<file path="config.mk">
export PLATFORM = sky130hd
export DESIGN_NAME = segment_arbiter
export DESIGN_NICKNAME = d
export VERILOG_FILES = /design/src/rtl/segment_arbiter.sv
export SDC_FILE = /design/constraint.sdc
export NUM_CORES = 1
export LEC_CHECK = 0
export CORE_MARGIN = 1
export CORE_UTILIZATION = 54
export DETAILED_ROUTE_END_ITERATION = 8
export PLACE_DENSITY_LB_ADDON = 0.25
export SYNTH_ARGS = -nofsm -noshare
export SYNTH_HDL_FRONTEND = slang
export SYNTH_SLANG_ARGS = --single-unit
</file>
<file path="constraint.sdc">
create_clock -name CLK -period 4.9 [get_ports CLK]
set_input_delay 1.225 -clock CLK [delete_from_list [all_inputs] [get_ports CLK]]
set_output_delay 1.225 -clock CLK [all_outputs]
set_load 0.03 [all_outputs]
</file>
<file path="src/rtl/segment_arbiter.sv">
// Round-robin bus arbiter for one segment: single owner at a time, with release on done,
// request drop, decode miss or hold timeout, and a dead cycle between consecutive grants.
module segment_arbiter #(
   parameter int unsigned masters = 2,
   parameter int unsigned timeout = 256
) (
   input  logic                                            CLK,
   input  logic                                            RESET,
   input  logic [masters-1:0]                              BUS_REQUESTS,
   input  logic                                            BUS_DONE,
   input  logic                                            SELECT_ERROR,
   output logic [masters-1:0]                              BUS_GRANTS,
   output logic [((masters > 1) ? $clog2(masters) : 1)-1:0] GRANT_ID,
   output logic                                            BUS_BUSY,
   output logic                                            TIMEOUT_ABORT,
   output logic                                            DECODE_ABORT
);

   localparam int unsigned IdW  = (masters > 1) ? $clog2(masters) : 1;
   localparam int unsigned CntW = $clog2(timeout);

   typedef enum logic [0:0] {StIdle, StOwned} state_e;

   state_e             state_q, state_d;
   logic [masters-1:0] grants_q, grants_d;
   logic [IdW-1:0]     id_q, id_d;
   logic [IdW-1:0]     ptr_q, ptr_d;
   logic [CntW-1:0]    cnt_q, cnt_d;
   logic               busy_q, busy_d;
   logic               tabort_q, tabort_d;
   logic               dabort_q, dabort_d;

   logic               found;
   logic [IdW-1:0]     winner;
   logic [IdW-1:0]     idx;
   logic               expiry;
   logic               release_now;

   // First requester at or above the pointer, wrapping past masters-1.
   always_comb begin
      found  = 1'b0;
      winner = '0;
      idx    = '0;
      for (int i = 0; i < int'(masters); i++) begin
         idx = IdW'((int'(ptr_q) + i) % int'(masters));
         if (!found && BUS_REQUESTS[idx]) begin
            found  = 1'b1;
            winner = idx;
         end
      end
   end

   assign expiry      = (cnt_q == CntW'(timeout - 1));
   assign release_now = BUS_DONE | ~BUS_REQUESTS[id_q] | SELECT_ERROR | expiry;

   always_ff @(posedge CLK or posedge RESET) begin
      if (RESET) begin
         state_q  <= StIdle;
         grants_q <= '0;
         id_q     <= '0;
         ptr_q    <= '0;
         cnt_q    <= '0;
         busy_q   <= 1'b0;
         tabort_q <= 1'b0;
         dabort_q <= 1'b0;
      end else begin
         state_q  <= state_d;
         grants_q <= grants_d;
         id_q     <= id_d;
         ptr_q    <= ptr_d;
         cnt_q    <= cnt_d;
         busy_q   <= busy_d;
         tabort_q <= tabort_d;
         dabort_q <= dabort_d;
      end
   end

   always_comb begin
      state_d = state_q;
      unique case (state_q)
         StIdle:  if (found) state_d = StOwned;
         StOwned: if (release_now) state_d = StIdle;
         default: state_d = StIdle;
      endcase
   end

   always_comb begin
      grants_d = grants_q;
      id_d     = id_q;
      ptr_d    = ptr_q;
      cnt_d    = cnt_q;
      busy_d   = busy_q;
      tabort_d = 1'b0;
      dabort_d = 1'b0;
      unique case (state_q)
         StIdle: begin
            if (found) begin
               grants_d         = '0;
               grants_d[winner] = 1'b1;
               id_d             = winner;
               busy_d           = 1'b1;
               cnt_d            = '0;
            end
         end
         StOwned: begin
            cnt_d = cnt_q + 1'b1;
            if (release_now) begin
               grants_d = '0;
               id_d     = '0;
               busy_d   = 1'b0;
               cnt_d    = '0;
               ptr_d    = IdW'((int'(id_q) + 1) % int'(masters));
               // Done wins over both aborts; decode miss wins over timeout.
               dabort_d = SELECT_ERROR & ~BUS_DONE;
               tabort_d = expiry & ~BUS_DONE & ~SELECT_ERROR;
            end
         end
         default: ;
      endcase
   end

   assign BUS_GRANTS    = grants_q;
   assign GRANT_ID      = id_q;
   assign BUS_BUSY      = busy_q;
   assign TIMEOUT_ABORT = tabort_q;
   assign DECODE_ABORT  = dabort_q;

endmodule

</file>
---- Word-level counts from Yosys, hierarchy flattened ----
Index checks and enable logic that the tools add are counted.
word-level totals
  memories kept ........................... 0
  logic and storage cells ................. 64
  bits of input ports ..................... 6
  memory bits (writable) .................. 0
  memory bits (read-only) ................. 0
  flip-flop bits (word level) ............. 16
  latch bits .............................. 0
operators by class
  divide/modulo/power cells ............... 0
  equality and inequality tests ........... 3
  bitwise operators ....................... 10
  multipliers ............................. 0
  $add $sub $neg .......................... 3
  reductions and logical operators ........ 5
  shift operators ......................... 0
  order comparisons ....................... 5
  multiplexer cells ....................... 30
operators by type and width
  kind                   count
  $mux W1                20
  $mux W8                2
  $pmux W8 S2            1
  $add A8 B1 Y8 const B  1
  $eq A8 B8 Y1 const B   1
  $lt A1 B2 Y1 const B   4
  $pmux W1 S2            3
  $mux W2                2
  $not A1 Y1             4
  $pmux W2 S2            1
  $reduce_and A2 Y1      2
  $and A1 B1 Y1          3
  $or A1 B1 Y1           3
  $add A1 B1 Y1 const B  2
  $logic_and A1 B1 Y1    2
  $ne A2 B1 Y1 const B   1
  $ne A2 B2 Y1 const B   1
  $demux W1 S1           1
  $ge A1 B1 Y1 const B   1
  $logic_not A1 Y1       1

---- Depth between registers and ports, before layout ----
  depth in word-level cells ............... 12
  gate-level depth with buffers ........... 7

---- Worst setup path before layout ----
OpenSTA, ideal clock, no wires.
  kind .................................... input port to flip-flop
  start point ............................. input BUS_DONE
  end point ............................... register cnt_q[7]
  arrival time ............................ 2.174 ns
  library setup time ...................... 0.082 ns
  stages on the path ...................... 5
  setup slack ............................. 2.645 ns
  path through ............................ or3b_4 > a211oi_4 > buf_6 > a31oi_1 > a31oi_1
between the ends
  word-level cells in the longest chain between the ends .. 5
RTL lines
  what                        RTL line  source
  from (decl)                 10        input logic BUS_DONE,
  $or A1 B1 Y1 (3 in series)  54        assign release_now = BUS_DONE | ~BUS_REQUESTS[id_q] | SELECT_ERROR | expiry;
  $mux W8                     107       if (release_now) begin
  $pmux W8 S2                 95        unique case (state_q)
  to (signal assigned)        71        cnt_q <= cnt_d;
  to (decl)                   28        logic [CntW-1:0] cnt_q, cnt_d;
Every way passes these cells.
A chain may end at the register's enable or synchronous reset.

---- Worst setup path in the final report ----
  start point ............................. input BUS_DONE
  end point ............................... register cnt_q[2]
The elaborated chain is that of the path after synthesis.

==> out/results.ini <==
[cts]
htree_levels = 1
clk_pin_slew_ns = 0.09
cts.repair.resized = 0
cts_tree = built
cts_buffers = 3
insertion_delay_ns = 0.27
cts-root-buf = clkbuf_4
clock_path_buffers = 2
cts_hold_buffers = 0
cts.sinks = 15
post-cts-setup-buffers = 0

[timing]
worst_slack_ns = 2.19
maxSlewHeadroom_pct = 40.4
rsz0062_at_grt = false
period_share_pct = 55.3
tightest_slew_ns = 0.886
final.setup.tns_ns = 0
setup_viol = 0
hold_viol_final = 0
finalClockSkew_ns = 0.00517
slew_viol_final = 0
max_freq_mhz = 369
period_minus_slack_ns = 2.71

[global_route]
grt-ovfl-total = 0
grt_use_total_pct = 23.2
grt_max_degree = 16
grt_pass1_vias = 566
antenna_found_initial = 0
grt_pass1_wl_mm = 2.42

[drt]
wirelength_mm = 1.53
wl_per_cell_um = 15.1
detail-route-antenna-nets = 0
drc = 0
viasPerCell = 6.17
topRoutingLayerUsed = met4
drt-met1-wl_um = 708
drtIter0Drc = 23
routed-wl-met3_um = 54
met2_length_um = 748
drtPass1Iterations = 4
num_vias = 623

[setup_path]
crit_slowest_cell = clkdlybuf4s50_1
crit_path_start_kind = primary input
end_kind = flop
cp_num_buf_inv = 1
crit_type = in -> reg
cp_top_family = compound AO/OA/AOI/OAI gates
cp_data_arrival_time_ns = 2.90
r2r_end = cnt_q[2]
worstReg2RegStart = cnt_q[0]
critPathMaxStageDelay_ns = 0.47
ff2ff_setup_slack_ns = 3.03
cp.required_ns = 5.09
r2r_cells = 5
cp_cell_sequence = clkdlybuf4s50_1, or3b_4, a211oi_4, nand2b_1, a31oi_1
path_max_fanout = 12

[power_and_ir_drop]
seqPwrFrac_pct = 46.2
vdd_drop_max_mv = 0.304
p_sw_w = 0.000146
netSwitchingFraction_pct = 37.7
power_frac_comb_pct = 35.8
p_per_area_nw_per_um2 = 429
leakage_nw = 0.398
clock_power_share_pct = 18.0
internal-power_w = 0.000241

[synth]
synth_top_family_by_area = compound AO/OA/AOI/OAI gates
synthSimpleGateAreaFrac_pct = 18.4
synth-compound-area-share_pct = 22.6
avgSynthCellArea_um2 = 10.3
mappedNetlistArea_um2 = 774
ys_warn_count = 0
yosys_most_used_dff = dfrtp_1
ys_ff_latch = 15
synthArstFlopShare_pct = 100
synth-xor-area-share_pct = 1.13
ys_seq_area_share_pct = 48.5
syn_nets = 82
synth.distinct_cells = 30
synth_edf_count = 0
synthCells = 75
synthAdderAreaFrac_pct = 1.62
yosys-mux-area-fraction_pct = 3.23

[layout]
fin_nets = 94
final_cell_mix = dfrtp_1, clkdlybuf4s50_1, nand2_1, a21oi_1, nor2_1
final_common_cell = dfrtp_1
post-route-cell-area_um2 = 902
drive_above_1_share_pct = 9.30
syn_to_final_growth_pct = 16.5
post-route-util_pct = 68.5
n_antenna_cell = 0
nFillCells = 86

[run]
maxCapViolCount = 0

[floorplan]
core_um2 = 1320
num_rows = 13
dieArea_um2 = 1590
die_x_um = 39.9
start_util_pct = 58.8
pin_count = 12
die_h_um = 39.9

[place]
post-place-ws_ns = 1.95
hpwl_mm = 1.03
portBuffers = 11
dpl_cell_area_um2 = 876
gp_congestion = 0.749

[min_path]
worstHoldStart = cnt_q[7]
holdPathEnd = cnt_q[7]
hold_path_class = reg -> reg
min_path_cells = 1

[outcome]
status = complete, no violations

-- per-layer routing --
layer | vias to the layer above | global-route usage [%]
li1 | 297 | -
met1 | 307 | 31.8
met2 | 17 | 35.5
met3 | 2 | 3.41
met4 | 0 | 10.3
met5 | - | 0
-- worst max-delay path by stage --
stage,startpoint,to,slack (ns),cells after the start
2_1_floorplan,BUS_DONE,cnt_q[7],2.64,5
3_3_place_gp,BUS_DONE,cnt_q[7],1.99,5
3_5_place_dp,BUS_DONE,cnt_q[7],1.95,5
4_1_cts,BUS_GRANTS[1],GRANT_ID,2.19,1
5_1_grt,BUS_DONE,cnt_q[2],2.14,5
6_report,BUS_DONE,cnt_q[2],2.19,5
-- cells by family after synthesis --
| group | after synthesis |
|---|---|
| AND/OR/NAND/NOR | 27 |
| buffers and inverters | 6 |
| AO/OA/AOI/OAI | 23 |
| adder cells (fa/ha/maj) | 1 |
| XOR/XNOR | 1 |
| multiplexers | 2 |
| flip-flops | 15 |
-- per-stage QoR --
stage	total power [W]	instances	hold slack (ns)
floorplan	0.000272	75	0.443
global placement	0.000314	97	0.478
detailed placement	0.000319	97	0.480
CTS	0.000388	101	0.492
global route	0.000408	101	0.509
finish	0.000387	101	0.496
-- layout make-up --
type / instances / area [um2] / area share [%]
multi-input cells: 54 / 364 / 40.4
flip-flops and latches: 15 / 375 / 41.6
inverters: 2 / 7.51 / 0.832
well taps: 15 / 18.8 / 2.08
clock buffers: 4 / 26.3 / 2.91
repair buffers: 11 / 110 / 12.2
-- flip-flops by register name, indices dropped and copies added, names as in the netlist --
register	count
cnt_q	8
BUS_GRANTS	2
BUS_BUSY	1
DECODE_ABORT	1
TIMEOUT_ABORT	1
ptr_q	1
state_q	1
-- Yosys cell counts (all sizes together), types with 3 or more instances --
cell | n | area share [%]
buf | 3 | 3.1
o21ai | 3 | 1.9
nor2 | 5 | 2.4
a31oi | 4 | 3.2
dfrtp | 15 | 48
nor3 | 3 | 1.9
a22o | 4 | 4.5
nand2 | 8 | 3.9
a21oi | 6 | 3.9
-- power by group through the flow --
stage	sequential [W]	combinational, W	clock (W)
after global placement	0.000178	0.000136	0
final	0.000179	0.000139	0.0000695
after floorplan	0.000194	0.0000778	0
after detailed placement	0.000180	0.000139	0
after CTS	0.000178	0.000140	0.0000709
after global routing	0.000183	0.000149	0.0000759
-- worst register-to-register path: cells and delay by family (launching register included) --
kind	cells	cell delay, ns
AO/OA/AOI/OAI	2	0.71
AND/OR/NAND/NOR	2	0.42
adder cells (fa/ha/maj)	1	0.24
flip-flops	1	0.42
Note: power is estimated with default switching activity, not from simulation.
